[config.mk]
export PLATFORM = sky130hd
export DESIGN_NAME = fetch_queue_unit
export DESIGN_NICKNAME = d
export VERILOG_FILES = /design/src/rtl/fetch_queue_unit.sv
export SDC_FILE = /design/constraint.sdc
export NUM_CORES = 1
export LEC_CHECK = 0
export ABC_AREA = 1
export ABC_CLOCK_PERIOD_IN_PS = 3850
export CAP_MARGIN = 20
export CORE_MARGIN = 5
export CORE_UTILIZATION = 30
export CTS_CLUSTER_DIAMETER = 120
export DETAILED_ROUTE_END_ITERATION = 8
export PLACE_DENSITY = 0.47
export SYNTH_ARGS = -nofsm -noshare
export SYNTH_HDL_FRONTEND = slang
export SYNTH_SLANG_ARGS = --single-unit
[constraint.sdc]
create_clock -name clk -period 3.85 [get_ports clk]
set_clock_uncertainty 0.1 [all_clocks]
set_input_delay 0.77 -clock clk [delete_from_list [all_inputs] [get_ports clk]]
set_output_delay 0.77 -clock clk [all_outputs]
set_load 0.01 [all_outputs]
[src/rtl/fetch_queue_unit.sv]
// Fetch stage: PC generation, redirect resolution, pipelined imem port and a prefetch FIFO to decode.
// Optional build macro FETCH_BYPASS_EN lets a response reach decode directly when the FIFO is empty.
module fetch_queue_unit #(
    parameter int               XLEN     = 32,
    parameter int               IMEM_AW  = 12,
    parameter int               FQ_DEPTH = 4,
    parameter logic [XLEN-1:0]  RESET_PC = '0
) (
    input  logic               clk,
    input  logic               reset,
    input  logic               b_en,
    input  logic               UJ_en,
    input  logic               jalr,
    input  logic [XLEN-1:0]    redir_pc,
    input  logic [XLEN-1:0]    al,
    input  logic [XLEN-1:0]    UJimm,
    input  logic [XLEN-1:0]    SBimm,
    input  logic               stall,
    output logic               imem_req,
    output logic [IMEM_AW-1:0] imem_addr,
    input  logic               imem_ready,
    input  logic [31:0]        imem_rdata,
    output logic               inst_valid,
    output logic [31:0]        inst,
    output logic [XLEN-1:0]    pc
);

    localparam int            PW      = $clog2(FQ_DEPTH);
    localparam int            CW      = PW + 1;
    localparam logic [CW-1:0] DEPTH_C = CW'(FQ_DEPTH);
    localparam logic [31:0]   NOP     = 32'h0000_0013;

    typedef struct packed {
        logic [XLEN-1:0] pc;
        logic [31:0]     inst;
    } fq_entry_t;

    logic [XLEN-1:0] r_fpc;
    logic [XLEN-1:0] r_issued_pc;
    logic            r_inflight;
    logic [PW-1:0]   r_wr_ptr;
    logic [PW-1:0]   r_rd_ptr;
    logic [CW-1:0]   r_count;
    fq_entry_t       r_fifo [FQ_DEPTH];

    logic            w_redirect;
    logic [XLEN-1:0] w_target_raw;
    logic [XLEN-1:0] w_target;
    logic [CW-1:0]   w_occupancy;
    logic            w_accept;
    logic            w_resp;
    logic            w_head_valid;
    logic            w_push;
    logic            w_pop;
    fq_entry_t       w_head;

    // Redirect target selection: jalr wins over jal, jal over a taken branch.
    always_comb begin
        // NOTE: default assignment first so every path drives the signal and no latch is inferred.
        w_target_raw = redir_pc + SBimm;
        if (jalr) begin
            w_target_raw = al & ~XLEN'(1);
        end else if (UJ_en) begin
            w_target_raw = redir_pc + UJimm;
        end
    end

    assign w_target   = {w_target_raw[XLEN-1:2], 2'b00};
    assign w_redirect = b_en | UJ_en | jalr;

    // A request is only issued when its response is guaranteed a FIFO slot.
    assign w_occupancy = r_count + CW'(r_inflight);
    assign imem_req    = !w_redirect && (w_occupancy < DEPTH_C);
    assign imem_addr   = r_fpc[IMEM_AW+1:2];
    assign w_accept    = imem_req && imem_ready;

    // A response arriving in a redirect cycle is wrong-path and is dropped.
    assign w_resp       = r_inflight && !w_redirect;
    assign w_head_valid = (r_count != '0);
    assign w_head       = r_fifo[r_rd_ptr];
    assign w_pop        = w_head_valid && !stall;

`ifdef FETCH_BYPASS_EN
    logic w_bypass;

    assign w_bypass   = w_resp && !w_head_valid;
    assign w_push     = w_resp && !(w_bypass && !stall);
    assign inst_valid = w_head_valid || w_bypass;
    assign inst       = w_head_valid ? w_head.inst : (w_bypass ? imem_rdata  : NOP);
    assign pc         = w_head_valid ? w_head.pc   : (w_bypass ? r_issued_pc : RESET_PC);
`else
    assign w_push     = w_resp;
    assign inst_valid = w_head_valid;
    assign inst       = w_head_valid ? w_head.inst : NOP;
    assign pc         = w_head_valid ? w_head.pc   : RESET_PC;
`endif

    always_ff @(posedge clk or negedge reset) begin
        if (!reset) begin
            // NOTE: state uses non-blocking assignments so every flop samples pre-edge values.
            r_fpc       <= RESET_PC;
            r_issued_pc <= RESET_PC;
            r_inflight  <= 1'b0;
            r_wr_ptr    <= '0;
            r_rd_ptr    <= '0;
            r_count     <= '0;
        end else if (w_redirect) begin
            r_fpc      <= w_target;
            r_inflight <= 1'b0;
            r_wr_ptr   <= '0;
            r_rd_ptr   <= '0;
            r_count    <= '0;
        end else begin
            if (w_accept) begin
                r_fpc       <= r_fpc + XLEN'(4);
                r_issued_pc <= r_fpc;
            end
            r_inflight <= w_accept;
            if (w_push) begin
                r_wr_ptr <= r_wr_ptr + PW'(1);
            end
            if (w_pop) begin
                r_rd_ptr <= r_rd_ptr + PW'(1);
            end
            case ({w_push, w_pop})
                2'b10:   r_count <= r_count + CW'(1);
                2'b01:   r_count <= r_count - CW'(1);
                default: r_count <= r_count;
            endcase
        end
    end

    // NOTE: storage is not reset; r_count alone decides which entries are meaningful.
    always_ff @(posedge clk) begin
        if (w_push && !w_redirect) begin
            r_fifo[r_wr_ptr] <= '{pc: r_issued_pc, inst: imem_rdata};
        end
    end

    // A response must always find a free slot because issue reserves one.
    a_no_overflow: assert property (@(posedge clk) disable iff (!reset)
        !(w_push && !w_pop && r_count == DEPTH_C));

endmodule

==> out/results.tsv <==
stage	metric	value	unit
worst_setup_path	r2r_end	r_count[2]	
placed_design	gp_congestion	0.917	
cells_and_area	layout-drive-gt1-share	0.0613	
worst_setup_path	critical_path_class	reg -> out	
logic_synthesis	ys_seq_area_frac	0.574	
placed_design	dp_hpwl	34500	um
timing	fin_crit_sh	0.933	
cts	post_cts_buffers	0	
logic_synthesis	yosys_register_bits	316	
global_routing	antenna_found_initial	1	
timing	setup_violations	0	
cells_and_area	fin_nets	2218	
global_routing	grt_pass1_vias	12900	
logic_synthesis	synth_common_cells	403 x nor2_1, 341 x nand2_1, 248 x edfxtp_1	
logic_synthesis	syn-cell-area	0.0160	sq mm
logic_synthesis	syn_inst	1783	
timing	fmax	278	MHz
cts	ctsResizeCount	0	
worst_setup_path	cpPeakStageDelay	0.59	ns
power_and_ir_drop	fin_total_pwr	9.03	mW
worst_setup_path	r2r-start	r_count[1]	
timing	relSlewSlack	0.467	
cts	cts.path.max_buffers	3	
cts	cts_root_buf	clkbuf_16	
cells_and_area	design_area	0.0204	sq mm
cts	numCtsBuffers	34	
worst_setup_path	crit_fanout	30	
global_routing	grt_max_degree	126	
logic_synthesis	syn_area_per_cell	8.95	sq um
die	die_area	0.0579	sq mm
logic_synthesis	synth_edf_count	248	
global_routing	grt_usage	0.164	
cts	ctsHoldBuffers	0	
worst_setup_path	cp.arrival	2.72	ns
logic_synthesis	synth.area.top_cells	edfxtp_1 47%, dfrtp_1 11%, nor2_1 9.5%	
cts	clkSlewWorstSetupHoldPaths	0.06	ns
logic_synthesis	synth_ff_type	edfxtp_1	
hold_path	min_path_type	in -> async	
cts	cts.sinks	316	
cells_and_area	final_util	0.388	
die	initial_core_util	0.303	
die	chipHeight	241	um
power_and_ir_drop	ir_drop	0.237	mV
timing	finalHoldViolations	0	
run_status	run_status	finished clean	
timing	fin_crit	3.59	ns
global_routing	grt_first_pass_wirelength	75000	um
timing	worst_pin_slew	0.791	ns
cts	cts_tree	built	
job	maxCapViolCount	0	
worst_setup_path	slowest_stage	clkdlybuf4s50_1	
die	ios	245	
die	placementRows	84	
cts	h-tree-depth	2	
worst_setup_path	rrSetupSlack	1.19	ns
route	first_pass_iters	8	
worst_setup_path	start_kind	register	
route	dr_total_vias	12800	
route	post_drt_wl_per_cell	17.7	um
worst_setup_path	reg2reg_depth	10	
timing	slew_viol_final	0	
route	vias_per_cell	4.70	
timing	hold_ws	0.163	ns
logic_synthesis	synth_top_cell_area_share	0.467	
placed_design	placed_cell_area	0.0194	sq mm
placed_design	dp_slack	0.137	ns
worst_setup_path	cp.required	2.98	ns
route	drc_errors	0	
die	die_width	241	um
cts	clk_latency	0.51	ns
power_and_ir_drop	power_leakage	7.96	nW
worst_setup_path	cp_cell_sequence	inv_2 > buf_12 > buf_4 > o21ai_0 > a21oi_1 > clkdlybuf4s50_1	
cells_and_area	area_growth	28.0	%
die	core_area	0.0527	sq mm
route	final_antenna_net_count	0	
logic_synthesis	synth_cell_type_count	46	
logic_synthesis	yosys.area.top_type	edfxtp_1	
logic_synthesis	synth.most_common_cell	nor2_1	
placed_design	port_buffers	240	
power_and_ir_drop	p_per_area	442	mW/mm^2
worst_setup_path	critPathCaptureType	output port	
global_routing	overflow	0	
timing	worst_slack	0.259	ns
logic_synthesis	postSynth.asyncResetShare	0.215	
route	drtIter0Drc	691	
route	wl	48200	um
logic_synthesis	yosysWarnings	0	
timing	rsz0062_at_grt	false	
-- area by class of cell --
cell class              instances  area [sq um]
multi-input cells            1270          6020
clock inverters                16          96.3
fillers                      5339         32200
clock buffers                  44           940
flip-flops and latches        316          9150
well taps                     688           861
inverters                     107           404
diodes                          1          2.50
repair buffers                286          2940
-- cells by family (layout without fill, tap and decap cells) --
group | after synthesis | after routing | synth area share
simple gates | 857 | 857 | 0.219
compound gates | 358 | 358 | 0.118
flops | 316 | 316 | 0.574
buf+inv | 198 | 453 | 0.0516
fa+ha+maj | 36 | 36 | 0.0287
xor+xnor | 17 | 17 | 0.00934
other cells | 1 | 3 | 0.000235
-- critical path: cells and delay by family, from the launching register on --
| family | cells | cell delay, ns |
|---|---|---|
| AOI/OAI and AO/OA | 2 | 0.35 |
| DFF | 1 | 0.49 |
| buffers and inverters | 4 | 1.37 |
-- cells in the final DEF, fill, tap and decap left out, types with 15 or more instances in the layout --
cell type and n:
nand2_1 341, nor2_1 399, nand3_1 63, a21oi_1 125
clkbuf_16 35, dfrtp_1 66, edfxtp_1 248, nor3_1 15
o21ai_0 192, inv_1 99, buf_12 16, buf_4 30
clkdlybuf4s50_1 239, ha_1 35
-- layer usage --
metal / GRT usage / share of wire
met5: 0 / 0.00023
met1: 0.210 / 0.44
met4: 0.0445 / 0.025
met2: 0.285 / 0.49
met3: 0.0310 / 0.050
-- per-stage QoR --
step	TNS (ns)	cells
3_5_place_dp	0	2667
3_3_place_gp	0	2667
2_1_floorplan	-220.84	1784
6_report	0	2728
5_1_grt	0	2727
4_1_cts	0	2727
-- worst max path at each step --
stage / start / endpoint / slack (ns) / cells past startpoint
2_1_floorplan: UJ_en / r_fifo[0][0] / -0.89 / 6
3_3_place_gp: UJ_en / r_fpc[3] / 0.17 / 12
3_5_place_dp: UJ_en / r_fpc[13] / 0.14 / 14
4_1_cts: r_rd_ptr[0] / pc[7] / 0.18 / 6
5_1_grt: r_rd_ptr[0] / pc[7] / 0.09 / 6
6_report: r_rd_ptr[0] / pc[7] / 0.26 / 6
-- where the power goes --
part | internal (mW) | total, mW | switching (mW) | leakage, nW
registers | 3.91 | 4.11 | 0.206 | 3.07
clock network | 1.78 | 3.04 | 1.26 | 0.503
logic | 0.814 | 1.88 | 1.07 | 4.39
-- sequential cells by signal (all words and copies together) (netlist names) --
signal / flops
r_rd_ptr: 2
r_fpc: 30
r_count: 3
r_fifo: 248
r_wr_ptr: 2
r_inflight: 1
r_issued_pc: 30
Note: power is estimated with default switching activity, not from simulation.
